===== src/rtl/ee354_2048_move_input.sv =====
// Button front end for the 2048 game. It synchronizes and debounces four push-buttons,
// then arbitrates them into single-cycle move pulses with a hold-off until all buttons are released.
module ee354_2048_move_input #(
  parameter logic [15:0] DB_CYCLES = 16'd50000
) (
  input  logic       Clk,
  input  logic       Reset,
  input  logic       BtnU,
  input  logic       BtnD,
  input  logic       BtnL,
  input  logic       BtnR,
  output logic       up,
  output logic       down,
  output logic       left,
  output logic       right,
  output logic [3:0] held,
  output logic       locked,
  output logic [1:0] fsm_state
);

  typedef enum logic [1:0] {
    IDLE  = 2'd0,
    PULSE = 2'd1,
    LOCK  = 2'd2
  } state_t;

  localparam logic [15:0] CNT_MAX = DB_CYCLES - 16'd1;

  logic [3:0] raw;
  logic [3:0] sync1;
  logic [3:0] sync2;
  logic [3:0] level;
  logic [3:0] level_q;
  logic [3:0] rise;
  logic [3:0] move_d;
  logic [3:0] move_q;
  state_t     state;
  state_t     state_d;

  // Bit order is {U,D,L,R} everywhere, so bit 3 has the highest priority.
  assign raw = {BtnU, BtnD, BtnL, BtnR};

  always_ff @(posedge Clk) begin
    if (Reset) begin
      sync1 <= '0;
      sync2 <= '0;
    end else begin
      sync1 <= raw;
      sync2 <= sync1;
    end
  end

  // One debouncer per button: the level flips only after DB_CYCLES
  // consecutive synchronized samples disagree with it.
  for (genvar b = 0; b < 4; b++) begin : g_db
    logic [15:0] cnt;
    logic        lvl;

    always_ff @(posedge Clk) begin
      if (Reset) begin
        cnt <= '0;
        lvl <= 1'b0;
      end else if (sync2[b] == lvl) begin
        cnt <= '0;
      end else if (cnt == CNT_MAX) begin
        cnt <= '0;
        lvl <= ~lvl;
      end else begin
        cnt <= cnt + 16'd1;
      end
    end

    assign level[b] = lvl;
  end

  always_ff @(posedge Clk) begin
    if (Reset) begin
      level_q <= '0;
    end else begin
      level_q <= level;
    end
  end

  assign rise = level & ~level_q;

  always_ff @(posedge Clk) begin
    if (Reset) begin
      state  <= IDLE;
      move_q <= '0;
    end else begin
      state  <= state_d;
      move_q <= move_d;
    end
  end

  // Rises seen outside IDLE are dropped; LOCK waits for every button to be released.
  always_comb begin
    state_d = state;
    move_d  = '0;
    case (state)
      IDLE: begin
        if (rise != 4'b0000) begin
          state_d = PULSE;
          if (rise[3])      move_d = 4'b1000;
          else if (rise[2]) move_d = 4'b0100;
          else if (rise[1]) move_d = 4'b0010;
          else              move_d = 4'b0001;
        end
      end
      PULSE: begin
        state_d = LOCK;
      end
      LOCK: begin
        if (level == 4'b0000) state_d = IDLE;
      end
      default: begin
        state_d = IDLE;
      end
    endcase
  end

  assign {up, down, left, right} = move_q;
  assign held      = level;
  assign locked    = (state != IDLE);
  assign fsm_state = state;

endmodule


===== config.mk =====
export PLATFORM = sky130hd
export DESIGN_NAME = ee354_2048_move_input
export DESIGN_NICKNAME = d
export VERILOG_FILES = /design/src/rtl/ee354_2048_move_input.sv
export SDC_FILE = /design/constraint.sdc
export NUM_CORES = 1
export LEC_CHECK = 0
export ABC_AREA = 0
export CORE_UTILIZATION = 43
export DETAILED_ROUTE_END_ITERATION = 12
export PLACE_DENSITY_LB_ADDON = 0.15
export SETUP_SLACK_MARGIN = 0.15
export SLEW_MARGIN = 20
export SYNTH_ARGS = -nofsm -noshare
export SYNTH_HDL_FRONTEND = slang
export SYNTH_SLANG_ARGS = --single-unit

===== constraint.sdc =====
create_clock -name Clk -period 1.71 [get_ports Clk]
set_input_delay 0.342 -clock Clk [delete_from_list [all_inputs] [get_ports Clk]]
set_output_delay 0.342 -clock Clk [all_outputs]
set_load 0.03 [all_outputs]

Yosys cells after proc, flatten, opt, wreduce, memory -nomap -nowiden
Index checks and enable logic that the tools add are counted.

Bits in registers: 86. Input bits: 6. Output and inout bits: 11. Logic and storage cells: 65.

Add/subtract/negate cells: 4. Eq/ne operators: 12. Mux-type cells: 6. Bitwise gates (word level): 12. Reduce and logical (&&, ||, !) cells: 16.

Operator list (count): $add A16 B1 Y16 const B (4); $eq A16 B16 Y1 const B (4); $reduce_or A3 Y1 (5); $not A1 Y1 (10); $reduce_and A2 Y1 (5); $mux W2 (3); $pmux W2 S3 (1); $reduce_or A5 Y1 (1); $and A4 B4 Y4 (1); $eq A1 B1 Y1 (4); $logic_not A4 Y1 (1); $mux W4 (1); $ne A2 B2 Y1 const B (2); $not A4 Y4 (1); $reduce_bool A4 Y1 (1); $reduce_or A4 Y1 (1); $mux W3 (1); $eq A2 B1 Y1 const B (1); $eq A2 B2 Y1 const B (1); $logic_not A2 Y1 (1); $reduce_bool A2 Y1 (1).

Depth between registers and ports, before layout
Depth in word-level cells: 5. Mapped depth: 6.

Worst setup path before layout
No wires, ideal clock.

Kind: register -> register. Start: register g_db[0].cnt[0]. End: register g_db[0].cnt[11]. Library setup time: 117 ps. Data arrival time: 1714 ps. Data required time: 1593 ps. Slack: -121 ps. Stages on the path, launching flop included: 7. Clock period less this slack: 1831 ps. Path through: dfxtp_1 ha_1 nand3_1 or4_1 o21ai_2 buf_2 nor2_1.

Cells in the longest elaborated chain, start to end: 2.

RTL lines: start, declared (RTL line 56) `logic [15:0] cnt;`; start signal, assigned (RTL line 69) `cnt <= cnt + 16'd1;`; branches (longest 2 deep; another with $add A16 B1 Y16).

Parallel ways; which one is timed is not known. A chain may end at the register's enable or synchronous reset.

Worst setup path after layout
Start: register g_db[2].cnt[5]. End: register g_db[2].lvl.

Cells in the longest elaborated chain, start to end: 2.

RTL lines: start, declared (RTL line 56); start signal, assigned (RTL line 69); $eq A16 B16 Y1 (RTL line 65) `end else if (cnt == CNT_MAX) begin`; $reduce_and A2 Y1 (no line); end signal, assigned (RTL line 67) `lvl <= ~lvl;`; end, declared (RTL line 57) `logic lvl;`.

No other way between the ends.

==> results by group <==
Timing
  • Worst Skew: 0.00874 ns
  • Slew margin rel.: 0.725
  • Fin crit period: 1.75 ns
  • Worst-Margin Slew: 0.409 ns
  • Setup ws final: -0.0372 ns
  • Hold Slack: 0.440 ns
  • Final Hold Vio Count: 0
  • Fmax: 572 MHz
  • RSZ-0062 raised after global routing: yes
  • Setup violators final: 15
  • Max-slew violations: 0
  • Post-route clock period utilization: 1.02

Pwr
  • Combinational power share: 0.022
  • Cell Pwr Density: 796 nW/um^2
  • Sw frac: 0.206
  • Lkg Pwr: 1.47 nW
  • NetSw: 743 uW
  • Clock Power Share: 0.420
  • Total power: 3.61 mW
  • Peak VDD IR: 0.533 mV
  • Internal power: 2.87 mW
  • Seq pwr share: 0.558

Worst setup path
  • CP max stage delay: 0.58 ns
  • CP Class: flip-flop to flip-flop
  • Critical path, cell by cell: or4b_1 -> or4_4 -> mux2i_1 -> nor2_1
  • Worst path bufs/invs: 0
  • Reg2Reg Launch Point: g_db[2].cnt[5]$_SDFF_PP0_
  • CP Launch Type: flip-flop
  • Critical Path AT: 2.00 ns
  • Worst Setup SP: g_db[2].cnt[5]$_SDFF_PP0_
  • Required time of the critical path: 1.96 ns
  • CP top delay family: simple AND/OR/NAND/NOR gates
  • Crit-path max FO: 3
  • Critical Path Sink Type: flip-flop
  • Slowest stage cell, crit path: or4_4

Place
  • Setup slack at placement: -0.0961 ns
  • Detailed Place HPWL: 4510 um
  • Final Wtd Congestion: 0.806
  • Buffers on Ports: 16

Synthesis
  • Top-count cell post-synth: dfxtp_1
  • #FFs+latches synth: 86
  • Synth warn: 0
  • Yosys top cell area share: 0.479
  • Mean post-synth cell area: 9.21 um^2
  • Main synth FF type: dfxtp_1
  • Syn Inst Count: 390
  • Cell variety after synth: 40
  • Post-synthesis sequential area ratio: 0.479
  • Synthesized cell area: 3590 um^2
  • Synth cell count leaders: dfxtp_1 (86), nor2_1 (66), xnor2_1 (52), nand3_1 (22), nor3_1 (20)
  • Synth Net Count: 400
  • Post-synth ARST share: 0
  • Post-synth top area cell: dfxtp_1
  • Number of synthesized flops with an enable pin: 0
  • Synth top area cells: dfxtp_1 (48%), xnor2_1 (13%), nor2_1 (6.9%)

Global route
  • First-pass GRT wire length: 11800 um
  • Initial antenna violation count: 0
  • Vias in the first global route: 2639
  • Overflow after GRT: 0
  • Largest net degree at the start of global routing: 23
  • Overall Global Routing Usage: 0.170

Run status
  • Status: complete, but fails checks
  • Failing checks: negative setup slack

Clock tree
  • CTS hold repair buffers: 0
  • CTS tree: done
  • Worst-Skew Late Latency: 0.35 ns
  • Root buffer cell: clkbuf_8
  • Clk sink count: 86
  • Clock transition at path regs: 0.09 ns
  • CTS Buf Count: 9
  • H-tree depth: 3
  • Max clock buf depth: 2

Die
  • Row Count: 32
  • Die area: 8720 um^2
  • Ports: 17
  • Die Span Y: 93.4 um
  • Starting Density: 0.455
  • Die X: 93.4 um
  • Core Region: 7890 um^2

Detailed routing
  • Antenna-violating nets left: 0
  • 1st-iter DRT viols: 43
  • # DRC: 0
  • Drt wl/cell: 12.0 um
  • Drt first pass iters: 4
  • Vias per inst: 4.93
  • Final WL: 6680 um
  • DR vias: 2748

Layout
  • # nets final: 461
  • Diode count: 0
  • Fraction of layout cells with a size suffix above 1: 0.235
  • Final core occ: 0.576
  • Synth-to-Final Area Change: 26.4%

Hold path
  • Worst hold path startpoint: g_db[0].cnt[0]$_SDFF_PP0_
  • Worst hold path type: flip-flop to flip-flop

Flow run
  • # Max-Cap Violations: 0
[kinds of logic after synthesis]
family	after synthesis	share of synthesized area
compound gates	7	0.0132
xor+xnor	58	0.141
fa+ha+maj	4	0.0139
buf+inv	22	0.0320
flops	86	0.479
mux	5	0.0146
simple gates	208	0.305
[placed cells by master, fill, tap and decap left out, types with 3 or more instances in the layout]
cell type / count
nand2b_1: 5
dfxtp_2: 4
nor2_4: 7
nor4_1: 15
buf_6: 3
nor4bb_1: 4
nor3_1: 20
nor2b_1: 13
inv_1: 11
mux2i_1: 3
and3_1: 5
clkbuf_8: 9
dfxtp_1: 81
xor2_1: 6
clkdlybuf4s50_1: 5
nor2_2: 15
nand2_1: 17
dlygate4sd2_1: 7
nor2_1: 54
nand3_1: 20
xnor2_1: 52
ha_1: 3
nand4_1: 12
buf_4: 39
[power by group through the flow]
stage | Clock (mW) | Combinational [mW] | Sequential (mW)
finish | 1.52 | 0.0783 | 2.02
global placement | 0 | 0.0637 | 2.07
floorplan | 0 | 0.0382 | 2.06
global route | 1.65 | 0.0856 | 2.02
detailed placement | 0 | 0.0646 | 2.07
CTS | 1.58 | 0.0755 | 2.02
[metal layers]
| layer | GRT usage | part of all wire |
|---|---|---|
| met4 | 0.0654 | 0.017 |
| met3 | 0.0439 | 0.036 |
| met5 | 0 | 0 |
| met2 | 0.273 | 0.46 |
| met1 | 0.219 | 0.49 |
[path summary, 6_finish.rpt]
kind	endpoint	slack [ns]	cells after the start
max	g_db[2].lvl$_SDFFE_PP0P_	-0.04	4
min	g_db[0].cnt[0]$_SDFF_PP0_	0.44	1
max reg2reg	g_db[2].lvl$_SDFFE_PP0P_	-0.04	4
min reg2reg	g_db[0].cnt[0]$_SDFF_PP0_	0.44	1
[sequential cells by signal, summed over array words and instances, names as in the netlist]
register and count:
g_db.lvl 4, g_db.cnt 64, sync2 4, sync1 4, level_q 4, fsm_state 2
move_q 4
[stage by stage]
stage	instances	cell area, um^2	setup TNS (ns)
floorplan	390	3640	-0.306
global placement	529	4110	-0.682
detailed placement	529	4110	-0.939
CTS	549	4440	-0.404
global route	557	4540	-0.976
finish	557	4540	-0.302
[what timing repair did]
action | in CTS | in global routing
gates cloned | 1 | 1
pin swaps | 3 | 10
endpoints found under the setup margin | 57 | 64
buffers inserted | 4 | 7
endpoints found under the hold margin | 0 | 0
resized for setup | 37 | 18
[layout make-up]
class                   instances  area (um^2)
clock buffers                  10          128
clock inverters                 5         83.8
repair buffers                 60          526
fillers                       705         3350
inverters                      11         41.3
flip-flops and latches         86         1730
multi-input cells             283         1910
well taps                     102          128
Note: power is estimated with default switching activity, not from simulation.
